<file path="src/rtl/matvec_sequencer.sv">
`default_nettype none
// ============================================================================
// Module      : matvec_sequencer
// Description : Control block for the RNN dot-product datapath. Buffers one
//               input vector of NCOL signed elements, then sequences a full
//               matrix-vector product: accumulator clear, NCOL column issues
//               (weight-RAM address one column ahead of the aligned vector
//               element), pipeline drain and a one-cycle done pulse.
//               Optional busy-cycle performance counter enabled by defining
//               MATVEC_SEQ_PERF_COUNT_EN (adds output perfCycles).
// Revision    : 1.0 - initial release
// ============================================================================
module matvec_sequencer #(
    parameter int NCOL          = 16,
    parameter int BITWIDTH      = 18,
    parameter int ADDR_BITWIDTH = 4,
    parameter int MAC_LATENCY   = 2
) (
    input  logic                     clock,
    input  logic                     reset,
    input  logic                     in_valid,
    input  logic [BITWIDTH-1:0]      in_data,
    output logic                     in_ready,
    input  logic                     start,
    output logic                     busy,
    output logic                     done,
    output logic [ADDR_BITWIDTH-1:0] colAddress,
    output logic [BITWIDTH-1:0]      macInput,
    output logic                     macEnable,
    output logic                     macClear
`ifdef MATVEC_SEQ_PERF_COUNT_EN
    ,
    output logic [31:0]              perfCycles
`endif
);

    // State encoding
    localparam logic [2:0] c_ST_LOAD   = 3'd0;
    localparam logic [2:0] c_ST_READY  = 3'd1;
    localparam logic [2:0] c_ST_CLEAR  = 3'd2;
    localparam logic [2:0] c_ST_STREAM = 3'd3;
    localparam logic [2:0] c_ST_DRAIN  = 3'd4;
    localparam logic [2:0] c_ST_DONE   = 3'd5;

    localparam logic [ADDR_BITWIDTH-1:0] c_LAST_COL = ADDR_BITWIDTH'(NCOL - 1);
    localparam logic [ADDR_BITWIDTH-1:0] c_ADDR_ONE = ADDR_BITWIDTH'(1);

    // Drain counter only needs to reach MAC_LATENCY-1; keep at least one bit
    // so the declaration stays legal when MAC_LATENCY is 0 or 1.
    localparam int c_DRAIN_W = (MAC_LATENCY > 1) ? $clog2(MAC_LATENCY) : 1;
    localparam logic [c_DRAIN_W-1:0] c_DRAIN_LAST =
        (MAC_LATENCY > 0) ? c_DRAIN_W'(MAC_LATENCY - 1) : '0;
    localparam logic [c_DRAIN_W-1:0] c_DRAIN_ONE = c_DRAIN_W'(1);

    logic [2:0]               r_state;
    logic [2:0]               w_state_next;
    logic [ADDR_BITWIDTH-1:0] r_wr_idx;
    logic [ADDR_BITWIDTH-1:0] w_wr_idx_next;
    logic [ADDR_BITWIDTH-1:0] r_col;
    logic [ADDR_BITWIDTH-1:0] w_col_next;
    logic [c_DRAIN_W-1:0]     r_drain;
    logic [c_DRAIN_W-1:0]     w_drain_next;
    logic                     w_vec_we;
    logic [ADDR_BITWIDTH-1:0] w_vec_waddr;
    logic [BITWIDTH-1:0]      r_vec [NCOL];

    // State, write index, column and drain counters
    always_ff @(posedge clock or negedge reset) begin
        if (!reset) begin
            r_state  <= c_ST_LOAD;
            r_wr_idx <= '0;
            r_col    <= '0;
            r_drain  <= '0;
        end else begin
            r_state  <= w_state_next;
            r_wr_idx <= w_wr_idx_next;
            r_col    <= w_col_next;
            r_drain  <= w_drain_next;
        end
    end

    // Next-state, buffer write control and input handshake
    always_comb begin
        w_state_next  = r_state;
        w_wr_idx_next = r_wr_idx;
        w_col_next    = r_col;
        w_drain_next  = r_drain;
        w_vec_we      = 1'b0;
        w_vec_waddr   = r_wr_idx;
        in_ready      = 1'b0;
        case (r_state)
            c_ST_LOAD: begin
                in_ready = 1'b1;
                if (in_valid) begin
                    w_vec_we = 1'b1;
                    if (r_wr_idx == c_LAST_COL) begin
                        w_wr_idx_next = '0;
                        w_state_next  = c_ST_READY;
                    end else begin
                        w_wr_idx_next = r_wr_idx + c_ADDR_ONE;
                    end
                end
            end
            c_ST_READY: begin
                // A start in the same cycle wins; the element is refused.
                in_ready = !start;
                if (start) begin
                    w_state_next = c_ST_CLEAR;
                end else if (in_valid) begin
                    // New data restarts a full reload from element 0.
                    w_vec_we    = 1'b1;
                    w_vec_waddr = '0;
                    if (NCOL == 1) begin
                        w_wr_idx_next = '0;
                    end else begin
                        w_wr_idx_next = c_ADDR_ONE;
                        w_state_next  = c_ST_LOAD;
                    end
                end
            end
            c_ST_CLEAR: begin
                w_state_next = c_ST_STREAM;
                w_col_next   = '0;
            end
            c_ST_STREAM: begin
                if (r_col == c_LAST_COL) begin
                    w_col_next = '0;
                    if (MAC_LATENCY == 0) begin
                        w_state_next = c_ST_DONE;
                    end else begin
                        w_state_next = c_ST_DRAIN;
                        w_drain_next = '0;
                    end
                end else begin
                    w_col_next = r_col + c_ADDR_ONE;
                end
            end
            c_ST_DRAIN: begin
                if (r_drain == c_DRAIN_LAST) begin
                    w_state_next = c_ST_DONE;
                end else begin
                    w_drain_next = r_drain + c_DRAIN_ONE;
                end
            end
            c_ST_DONE: begin
                w_state_next = c_ST_READY;
            end
            default: begin
                w_state_next = c_ST_LOAD;
            end
        endcase
    end

    // Vector buffer; contents are lost on reset
    always_ff @(posedge clock or negedge reset) begin
        if (!reset) begin
            for (int i = 0; i < NCOL; i++) begin
                r_vec[i] <= '0;
            end
        end else if (w_vec_we) begin
            r_vec[w_vec_waddr] <= in_data;
        end
    end

    // Registered datapath strobes, decoded from the state being entered so
    // they line up with the state itself. The address runs one column ahead
    // of the element to cover the weight RAM's synchronous read.
    always_ff @(posedge clock or negedge reset) begin
        if (!reset) begin
            colAddress <= '0;
            macInput   <= '0;
            macEnable  <= 1'b0;
            macClear   <= 1'b0;
        end else begin
            macClear  <= (w_state_next == c_ST_CLEAR);
            macEnable <= (w_state_next == c_ST_STREAM);
            if (w_state_next == c_ST_STREAM) begin
                macInput   <= r_vec[w_col_next];
                colAddress <= (w_col_next == c_LAST_COL) ? c_LAST_COL
                                                         : (w_col_next + c_ADDR_ONE);
            end else begin
                macInput   <= '0;
                colAddress <= '0;
            end
        end
    end

    assign busy = (r_state == c_ST_CLEAR)  || (r_state == c_ST_STREAM) ||
                  (r_state == c_ST_DRAIN)  || (r_state == c_ST_DONE);
    assign done = (r_state == c_ST_DONE);

`ifdef MATVEC_SEQ_PERF_COUNT_EN
    // Saturating count of busy cycles since reset
    always_ff @(posedge clock or negedge reset) begin
        if (!reset) begin
            perfCycles <= '0;
        end else if (busy && (perfCycles != '1)) begin
            perfCycles <= perfCycles + 32'd1;
        end
    end
`endif

endmodule
`default_nettype wire
</file>
<file path="config.mk">
export PLATFORM = sky130hd
export DESIGN_NAME = matvec_sequencer
export DESIGN_NICKNAME = d
export VERILOG_FILES = /design/src/rtl/matvec_sequencer.sv
export SDC_FILE = /design/constraint.sdc
export NUM_CORES = 1
export LEC_CHECK = 0
export CAP_MARGIN = 10
export CORE_MARGIN = 2
export CORE_UTILIZATION = 45
export CTS_BUF_LIST = sky130_fd_sc_hd__clkbuf_4 sky130_fd_sc_hd__clkbuf_8
export DETAILED_ROUTE_END_ITERATION = 12
export GPL_ROUTABILITY_DRIVEN = 1
export SLEW_MARGIN = 20
export SYNTH_ARGS = -nofsm -noshare
export SYNTH_HDL_FRONTEND = slang
export SYNTH_SLANG_ARGS = --single-unit
</file>
<file path="constraint.sdc">
create_clock -name clock -period 2.8 [get_ports clock]
set_clock_uncertainty 0.05 [all_clocks]
set_input_delay 0.56 -clock clock [delete_from_list [all_inputs] [get_ports clock]]
set_output_delay 0.56 -clock clock [all_outputs]
set_load 0.05 [all_outputs]
</file>
======== Yosys cells after proc, flatten, opt, wreduce, memory -nomap -nowiden ========
Cells that the tools add are included.
storage, ports and cells
  flip-flop bits (word level) ............. 324
  input port bits ......................... 22
  output and inout port bits .............. 27
  word-level logic and storage cells ...... 90
cells by class
  $add $sub $neg .......................... 4
  $lt $le $gt $ge ......................... 3
  equality and inequality tests ........... 14
  mux-type cells .......................... 33
  bitwise operators ....................... 2
  reduce and logical (&&, ||, !) cells .... 10
operators by type and width
  cell                                                                   count
  288-bit bitwise mux                                                    1
  18-bit binary-select mux with 4-bit select                             1
  18-bit demux with 4-bit select                                         1
  18-bit two-way mux                                                     4
  4-bit two-way mux                                                      10
  3-bit two-way mux                                                      6
  3-bit one-hot mux with 6 select lines                                  1
  4-bit one-hot mux with 2 select lines                                  2
  4-bit by 1-bit adder with 4-bit output, second input constant          3
  3-bit by 2-bit equality test with 1-bit output, second input constant  4
  4-bit equality test, second input constant                             3
  5-bit >= comparator, second input constant                             2
  4-bit NOT with 5-bit output                                            2
  2-bit != test, second input constant                                   4
  3-bit equality test, second input constant                             2
  1-bit one-hot mux with 2 select lines                                  3
  5-bit by 1-bit < comparator with 1-bit output, second input constant   1
  1-bit two-way mux                                                      4
  4-bit AND reduction                                                    1
  2-bit nonzero test                                                     2
  3-bit by 1-bit equality test with 1-bit output, second input constant  1
  3-bit logical NOT                                                      1
  1-bit logical OR                                                       3
  2-bit AND reduction                                                    1
  3 further kinds                                                        3

======== Longest topological paths before layout ========
Gate-level depths: netlist of the first run.
  word-level depth ........................ 9
  mapped depth ............................ 12
  gate-level depth less buffers ........... 9

======== Worst setup path after synthesis of the first run ========
Ideal clock, no wire load.
  path kind ............................... register to register
  start point ............................. reg r_state[2]
  end point ............................... reg colAddress[3]
  library setup time ...................... 0.142 ns
  arrival time ............................ 2.452 ns
  required time ........................... 2.608 ns
  slack ................................... 0.156 ns
  cell stages (with the launch flop) ...... 12
  path buffers ............................ 3
  clock period less this slack ............ 2.644 ns
  path through ............................ dfrtp_1 -> inv_1 -> ha_1 -> clkbuf_1 -> nand2b_1 -> a21boi_2 -> inv_2 -> clkbuf_1 -> clkbuf_1 -> ha_1 -> nor4_1 -> a211oi_1
on the way
  cells in the longest elaborated chain, start to end .. 5
  elaborated cells between the ends (all ways) .. 19
  classes of those cells .................. add/sub: 1; eq/ne: 7; mux: 10; reduce/logical: 1
RTL lines
  item                                                                                  RTL line  text
  start, declared                                                                       55        logic [2:0] r_state;
  start signal, assigned                                                                70        r_state <= c_ST_LOAD;
  start signal, assigned                                                                75        r_state <= w_state_next;
  3-bit by 2-bit equality test with 1-bit output                                        91        case (r_state)
  4-bit one-hot mux with 2 select lines (*)                                             91
  via w_col_next[1]                                                                     60        logic [ADDR_BITWIDTH-1:0] w_col_next;
  4-bit by 1-bit adder with 4-bit output / 4-bit equality test (equally long branches)  180, 179
  4-bit two-way mux (*)                                                                 179       colAddress <= (w_col_next == c_LAST_COL) ? c_LAST_COL
  4-bit two-way mux (*)                                                                 177       if (w_state_next == c_ST_STREAM) begin
  end signal, assigned                                                                  179
  end, declared                                                                         27        output logic [ADDR_BITWIDTH-1:0] colAddress,
The timed path passes the listed nets; every way through them passes the cells marked *.
A chain may end at the register's enable or synchronous reset.

======== Worst setup path in the final report of the first run ========
  start point ............................. reg r_state[2]
  end point ............................... reg macInput[12]
on the way
  cells in the longest elaborated chain, start to end .. 7
  elaborated cells between the ends (all ways) .. 20
  classes of those cells .................. eq/ne: 6; mux: 12; bitwise: 1; reduce/logical: 1
RTL lines
  item                                                   RTL line  text
  3-bit by 2-bit equality test with 1-bit output         91
  4-bit one-hot mux with 2 select lines                  91
  4-bit NOT with 5-bit output (implied by the code)      178       macInput <= r_vec[w_col_next];
  18-bit binary-select mux with 4-bit select             178
  18-bit two-way mux (implied by the code) (2 in a row)  178
  18-bit two-way mux (*)                                 177
  end signal, assigned                                   178
  end, declared                                          28        output logic [BITWIDTH-1:0] macInput,
Every way passes the cells marked *; elsewhere a longest branch is shown, timed or not. The select of a mux whose other input is x is not followed.

==> flow_summary.json, run 1 <==
{
  "status": "completed",
  "min_period_over_period_pct": 96.1,
  "post_drt_wl_per_cell_microns": 21.4,
  "crit_path_end_kind": "register",
  "period_needed_ns": 2.69,
  "worstMarginPinSlew_ns": 0.691,
  "worstPathRequired_ns": 3.22,
  "die_height_microns": 187,
  "die_area_sq_um": 35000,
  "synthFlopType": "dfrtp_1",
  "crit_slowest_cell": "dfrtp_1",
  "dr.pass1.iters": 5,
  "die_x_microns": 187,
  "antenna_cells": 0,
  "core_sq_um": 33300,
  "yosys-top-cells-area": "dfrtp_1 (54%), mux2_2 (22%), nand2_1 (4.7%)",
  "rows": 67,
  "seq_area_sq_um": 8110,
  "ys_ff_latch": 324,
  "vias_per_cell": 5.62,
  "hold_viol_final": 0,
  "fin_nets": 1372,
  "vias": 10300,
  "cp_max_fo": 30,
  "avgSynthCellArea_sq_um": 11.9,
  "syn-num-nets": 1299,
  "initial_core_util_pct": 45.3,
  "drc_errors": 0,
  "clk_transition_reported_paths_ns": 0.06,
  "synth-edff-count": 0,
  "drtIter0Drc": 537,
  "drive_gt1_share_pct": 35.7,
  "tns_ns": 0,
  "syn_area_sq_um": 15100,
  "yosysMostFrequentCell": "dfrtp_1",
  "async_reset_ff_share_pct": 100,
  "powerDensity_nw_per_um2": 1040,
  "netlist_instances": 1271,
  "antenna_found_initial": 0,
  "grt_pass1_wl_microns": 61300,
  "grt_usage_pct": 22.4,
  "fill_cells": 2896,
  "multiInputGateArea_sq_um": 6490,
  "cts_tree": "yes",
  "htreeDepth": 2,
  "r2r_slack_ns": 0.11,
  "grt_pass1_vias": 10400,
  "synth.distinct_cells": 55,
  "arrival_ns": 3.12,
  "io_pins": 49,
  "clock_latency_ns": 0.60,
  "finalNonFillerCells": 1839,
  "clockBufferDepth": 3,
  "root_buffer": "clkbuf_8",
  "synthTopCellsByCount": "dfrtp_1 (324), mux2_2 (289), nand2_1 (188)",
  "io_buffers": 48,
  "grt_overflow": 0,
  "synth.top_cell.area_share_pct": 53.7,
  "maxSlewHeadroom_pct": 53.8,
  "yosysTopAreaCell": "dfrtp_1",
  "rsz0062_at_grt": "no",
  "gp_congestion": 0.822,
  "final_max_slew_viol_count": 0,
  "setup_ws_ns": 0.109,
  "ant_nets": 0,
  "max_stage_delay_ns": 0.38,
  "dp.final_hpwl_microns": 23700,
  "setup_violations": 0,
  "grt_max_degree": 81,
  "wl_microns": 39300,
  "final_area_sq_um": 17800,
  "startpoint_type": "register",
  "syn_to_final_growth_pct": 17.6,
  "utilization_pct": 53.3,
  "cts.sinks": 324,
  "ir_worst_vdd_mv": 0.711,
  "hold_class": "in -> async",
  "max_freq_ghz": 0.372,
  "p_leak_nw": 8.44,
  "critPathKind": "reg -> reg",
  "post_dp_cell_area_sq_um": 16500,
  "maxCapViolations": 0,
  "dpl.cell_count": 1733,
  "cts_buffers": 56,
  "yosysSeqAreaShare_pct": 53.7,
  "crit_chain": "inv_1, ha_1, and4b_1, o211ai_4, inv_4, buf_12, buf_4, mux2i_1, a211oi_2, a311o_1",
  "pre_cts_slack_ns": 0.116,
  "synth_warnings": 0
}
registers in the layout, summed over array words and instances, names as in the netlist:
signal and count:
colAddress 4, macClear 1, macEnable 1, macInput 18
r_col 4, r_drain 1, r_state 3, r_vec 288
r_wr_idx 4
cells in the final DEF, fill, tap and decap left out, drive strengths merged, types with 6 or more instances in the layout:
cell type,instances
clkinv,11
dfrtp,324
buf,65
a311o,16
nand2,188
nand3,12
mux2,289
a21o,32
inv,13
mux2i,20
o21ai,42
clkdlybuf4s50,44
a31oi,6
a211oi,19
a21oi,50
a311oi,16
nor2,25
ha,6
clkbuf,92
and3,69
final cells by class:
class | count | area share [%]
Inverter | 13 | 0.296
Clock buffer | 92 | 6.53
Clock inverter | 13 | 0.733
Timing Repair Buffer | 112 | 7.05
Sequential cell | 324 | 45.7
Tap cell | 448 | 3.16
Multi-Input combinational cell | 837 | 36.6
where the power goes:
| group | switching, mW | internal, mW | leakage (nW) |
|---|---|---|---|
| Combinational | 5.43 | 2.99 | 3.29 |
| Clock | 1.98 | 2.81 | 0.692 |
| Sequential | 0.219 | 5.05 | 4.46 |
| Total | 7.63 | 10.8 | 8.44 |
worst max-delay path, delay by kind of cell, from the launching register on:
kind                     cells  cell delay (ns)
flip-flops                   1             0.38
multiplexers                 1             0.23
adder cells (fa/ha/maj)      1             0.16
buffers and inverters        4             0.70
AO/OA/AOI/OAI                3             0.67
AND/OR/NAND/NOR              1             0.36
cells by family (layout without fill, tap and decap cells):
group                      count (synthesis)  after routing  share of synthesized area, %
and+or+nand+nor                          322            322                          10.1
AOI/OAI and AO/OA                        200            200                          9.39
buffers and inverters                    110            230                          3.37
DFF                                      324            324                          53.7
muxes                                    309            309                          22.9
adders and majority gates                  6              6                         0.497
metal layers:
| layer | up-vias | global-route usage, % | routed length (microns) |
|---|---|---|---|
| met1 | 5350 | 31.3 | 18400 |
| met2 | 212 | 35.7 | 18300 |
| met4 | 0 | 8.00 | 1180 |
| met5 | - | 0 | 0 |
| met3 | 68 | 3.38 | 1460 |
| li1 | 4697 | - | - |
through the flow:
step	total power [mW]	hold WS (ns)
2_1_floorplan	10.6	0.214
6_report	18.5	0.433
5_1_grt	19.5	0.461
4_1_cts	18.6	0.430
3_5_place_dp	13.8	0.445
3_3_place_gp	13.8	0.438
repair_timing:
item                       in CTS  in global routing
setup endpoints to repair       2                  0
hold endpoints to repair       45                  0
hold buffers                    1                  0
resized for setup               2                  0
setup buffers                   0                  0
final timing paths:
check	from	end	cells after the start
hold / removal	reset	r_wr_idx[2]	2
hold reg to reg	r_vec[232]	r_vec[232]	1
setup reg to reg	r_state[2]	macInput[12]	10
setup / recovery	r_state[2]	macInput[12]	10
max in group asynchronous	reset	r_vec[191]	3
min in group clock	r_vec[232]	r_vec[232]	1
(Power assumes the default switching activity.)
==> run 2: changes to the inputs <==
Settings changed: CORE_UTILIZATION 45 to 58, PLACE_DENSITY from default to 0.79.
==> run 2 against run 1 <==
First-iteration DRC count up 90%. Core utilization grew 15 points. Largest power group unchanged. Sequential share of layout area up 0.47 points. Highest routed layer unchanged. Clock-buffer cell count is 4 lower. Cell count down 6.3%. Die area is 22% lower. Critical path depth is 1 higher. Hold slack better by 0.021 ns. Clock power decreased by 9.2%. Critical endpoint is now macInput[10]. Sequential power is essentially flat. Wire length decreased by 2.2%.
==> flow_summary.json, run 2 (synthesized netlist as in run 1, its figures left out) <==
{
  "cts.sinks": 324,
  "grt_overflow": 0,
  "dr.pass1.iters": 6,
  "hold_class": "reg -> reg",
  "maxSlewHeadroom_pct": 50.6,
  "dp.final_hpwl_microns": 23000,
  "ir_worst_vdd_mv": 0.894,
  "r2r_slack_ns": 0.1,
  "max_freq_ghz": 0.370,
  "cp_max_fo": 29,
  "fin_nets": 1376,
  "fill_cells": 1863,
  "startpoint_type": "register",
  "vias": 10600,
  "powerDensity_nw_per_um2": 1020,
  "crit_path_end_kind": "register",
  "cts_buffers": 53,
  "final_max_slew_viol_count": 0,
  "cts_tree": "yes",
  "grt_usage_pct": 29.2,
  "maxCapViolations": 0,
  "multiInputGateArea_sq_um": 6490,
  "seq_area_sq_um": 8110,
  "period_needed_ns": 2.70,
  "clk_transition_reported_paths_ns": 0.06,
  "antenna_found_initial": 1,
  "syn_to_final_growth_pct": 16.4,
  "rsz0062_at_grt": "no",
  "die_height_microns": 165,
  "largestRegisters": "r_vec (288), macInput (18)",
  "finalNonFillerCells": 1724,
  "initial_core_util_pct": 58.4,
  "gp_congestion": 0.846,
  "htreeDepth": 2,
  "ant_nets": 0,
  "tns_ns": 0,
  "final_cell_mix": "dfrtp_1 (324), mux2_2 (289), nand2_1 (188), and3_1 (68), clkbuf_8 (66)",
  "final_common_cell": "dfrtp_1",
  "rows": 59,
  "largest_register_ffs": 288,
  "core_sq_um": 25800,
  "grt_pass1_wl_microns": 60300,
  "hold_viol_final": 0,
  "critPathKind": "reg -> reg",
  "io_buffers": 48,
  "setup_violations": 0,
  "grt_max_degree": 86,
  "arrival_ns": 3.08,
  "post_drt_wl_per_cell_microns": 22.3,
  "vias_per_cell": 6.17,
  "worstPathRequired_ns": 3.17,
  "worstMarginPinSlew_ns": 0.742,
  "drive_gt1_share_pct": 35.5,
  "grt_pass1_vias": 10700,
  "p_leak_nw": 8.42,
  "drc_errors": 0,
  "largest-register": "r_vec",
  "die_x_microns": 165,
  "min_period_over_period_pct": 96.5,
  "io_pins": 49,
  "dpl.cell_count": 1627,
  "die_area_sq_um": 27300,
  "drtIter0Drc": 1022,
  "clock_latency_ns": 0.60,
  "wl_microns": 38400,
  "status": "completed",
  "root_buffer": "clkbuf_8",
  "clockBufferDepth": 3
}
[run 2: power by group]
part / internal, mW / switching [mW]
combinational: 3.02 / 5.35
clock: 2.50 / 1.85
sequential: 5.05 / 0.212
total: 10.6 / 7.41
[run 2: layer usage]
layer	vias up	global-route usage, %	wire length, microns
met4	0	10.4	1210
met1	5461	40.4	16200
met3	85	5.22	2760
met2	406	46.6	18200
li1	4685	-	-
met5	-	0	0
[run 2: final cells by class]
cell class              count  share of cell area (%)
flip-flops and latches    324                    46.1
diodes                      1                  0.0142
inverters                  13                   0.299
well taps                 335                    2.39
clock inverters             7                   0.399
multi-input cells         837                    36.9
clock buffers              88                    6.11
repair buffers            119                    7.70
[run 2: path summary, 6_finish.rpt]
kind | from | endpoint | cells past startpoint
worst max-delay path | r_state[2] | macInput[10] | 11
worst min-delay path | r_vec[256] | r_vec[256] | 1
worst max register to register | r_state[2] | macInput[10] | 11
worst min register to register | r_vec[256] | r_vec[256] | 1
max in group asynchronous | reset | macInput[1] | 3
min in group asynchronous | reset | r_vec[120] | 2
[run 2: stage by stage]
step	cell area (sq um)	setup WS (ns)	power (mW)	hold WS, ns	util [%]
after floorplan	15100	0.156	10.6	0.214	-
after global placement	16400	0.131	13.5	0.438	63.5
after detailed placement	16400	0.0658	13.6	0.445	63.5
after CTS	17600	0.138	18.0	0.458	68.0
after global routing	17600	0.000133	18.8	0.465	68.0
final	17600	0.0967	18.0	0.454	68.0
[run 2: critical path, cell delays in order (launching register included)]
cell	delay (ns)
dfrtp_1	0.37
inv_1	0.07
ha_1	0.16
buf_4	0.17
nand2b_1	0.12
a21boi_4	0.31
clkinv_2	0.28
buf_12	0.24
nand2_1	0.07
and3_1	0.15
o21ai_0	0.10
a311o_1	0.42
[run 2: timing repair]
item,in CTS,in global routing
setup buffers,0,0
resized for setup,2,0
hold buffers,1,0
endpoints found under the setup margin,2,0
endpoints found under the hold margin,76,0
==> run 3: changes to the inputs <==
Settings changed: CORE_UTILIZATION 58 to 60, PLACE_DENSITY 0.79 to 0.78.
Clock period 2.8 ns to 3.25 ns, I/O delays scaled along.
==> run 3 against run 2 <==
Hold slack lost 0.43 ns. Non-clock buffer count down 15. Clock-buffer cell count up 4. Total power decreased by 15%. Die area fell by 3.3%. Clock power shrank 13%. Cell count is 0.75% lower. Core utilization is 1.3 points higher. Cell area decreased by 1.5%. Sequential cell count did not move. Highest routed layer unchanged.
==> flow_summary.json, run 3 (synthesized netlist as in run 1, its figures left out) <==
{
  "status": "completed",
  "io_buffers": 48,
  "startpoint_type": "register",
  "dr_wl_met2_microns": 18000,
  "tns_ns": 0,
  "htreeDepth": 2,
  "clk_transition_reported_paths_ns": 0.06,
  "dr.max_layer_used": "met4",
  "clock_latency_ns": 0.58,
  "ant_nets": 0,
  "post_drt_wl_per_cell_microns": 22.3,
  "rows": 58,
  "hold_class": "in -> async",
  "ir_worst_vdd_mv": 1.07,
  "finalNonFillerCells": 1711,
  "drive_gt1_share_pct": 35.1,
  "gp_congestion": 0.813,
  "vias": 10600,
  "wl_microns": 38100,
  "vias_per_cell": 6.22,
  "powerDensity_nw_per_um2": 881,
  "setup_violations": 0,
  "die_x_microns": 163,
  "cp_max_fo": 14,
  "dpl.cell_count": 1608,
  "worstPathRequired_ns": 2.55,
  "dp.final_hpwl_microns": 22400,
  "final_max_slew_viol_count": 0,
  "core_sq_um": 25000,
  "cts.sinks": 324,
  "hold_viol_final": 0,
  "grt_pass1_wl_microns": 60200,
  "drc_errors": 0,
  "grt_pass1_vias": 10700,
  "fin_nets": 1361,
  "largest_register_ffs": 288,
  "critPathKind": "reg -> out",
  "final_cell_mix": "dfrtp_1 (324), mux2_2 (289), nand2_1 (188), and3_1 (68), clkbuf_8 (65)",
  "multiInputGateArea_sq_um": 6490,
  "grt_overflow": 0,
  "grt_max_degree": 94,
  "syn_to_final_growth_pct": 14.7,
  "cts_setup_buffers": 0,
  "cts_tree": "yes",
  "wl_met3_microns": 2320,
  "wl_met1_microns": 16700,
  "die_area_sq_um": 26400,
  "root_buffer": "clkbuf_8",
  "worstMarginPinSlew_ns": 0.683,
  "rsz0062_at_grt": "no",
  "crit_path_start": "r_state[0]",
  "p_leak_nw": 8.33,
  "maxCapViolations": 0,
  "fill_cells": 1796,
  "seq_area_sq_um": 8110,
  "final_common_cell": "dfrtp_1",
  "ctsHoldBuffers": 0,
  "min_period_over_period_pct": 94.0,
  "crit_path_end_kind": "primary output",
  "dr.pass1.iters": 5,
  "largestRegisters": "r_vec (288), macInput (18)",
  "r2r_end": "macInput[16]",
  "r2r_start": "r_state[2]",
  "antenna_found_initial": 3,
  "io_pins": 49,
  "max_freq_ghz": 0.327,
  "die_height_microns": 163,
  "r2r_cells": 10,
  "period_needed_ns": 3.05,
  "maxSlewHeadroom_pct": 54.5,
  "grt_usage_pct": 29.7,
  "largest-register": "r_vec",
  "r2r_slack_ns": 0.29,
  "clockBufferDepth": 3,
  "cts_buffers": 53,
  "drtIter0Drc": 1004,
  "arrival_ns": 2.35,
  "initial_core_util_pct": 60.5
}
## run 3: cell types whose count changed in the layout (fill, tap and decap cells not counted), sizes merged
cell and delta:
buf -15, clkbuf +4, clkdlybuf4s50 +2, clkinv +2, clkinvlp +1, diode +2
dlygate4sd2 -2, dlygate4sd3 -1, dlymetal6s2s +1, inv -2
## run 3: cell type report
type	count	share of cell area (%)
Sequential cell	324	46.8
Multi-Input combinational cell	837	37.5
Clock buffer	92	6.34
Timing Repair Buffer	104	6.19
Tap cell	330	2.39
Clock inverter	8	0.412
Inverter	13	0.304
Antenna cell	3	0.0434
## run 3: worst max path at each step
stage	slack, ns	endpoint	cells after the start
floorplan	0.61	colAddress[3]	11
global placement	0.40	r_vec[197]	7
detailed placement	0.34	r_vec[194]	7
CTS	0.1	in_ready	4
global route	0.08	done	3
finish	0.20	done	3
## run 3: where the power goes
| part | total, mW | switching, mW | internal [mW] |
|---|---|---|---|
| Clock | 3.80 | 1.61 | 2.20 |
| Combinational | 6.85 | 4.41 | 2.43 |
| Sequential | 4.60 | 0.251 | 4.35 |
| Total | 15.3 | 6.27 | 8.98 |
## run 3: per-layer routing
layer	vias up	GRT usage, %
li1	4664	-
met1	5536	42.4
met2	370	46.7
met3	73	4.74
met4	0	10.6
met5	-	0
## run 3: repair_timing
| item | 4_1_cts | 5_1_grt |
|---|---|---|
| gates resized for setup | 0 | 1 |
| endpoints found under the hold margin | 0 | 0 |
| setup endpoints to repair | 0 | 1 |
## run 3: worst max-delay path, stage by stage, from the launching register on
cell	delay [ns]
dfrtp_1	0.59
inv_1	0.18
nor3_1	0.19
clkdlybuf4s50_1	0.83
## run 3: through the flow
step                      instance area [sq um]  setup slack, ns  util, %  hold WS, ns  power [mW]
after global routing                      17300           0.0820     69.3       0.0557        16.0
after detailed placement                  16100            0.335     64.6        0.445        11.4
final                                     17300            0.196     69.3       0.0261        15.3
after floorplan                           15100            0.606        -        0.304        9.16
after global placement                    16100            0.396     64.6        0.438        11.3
after CTS                                 17300           0.0951     69.3       0.0512        15.2
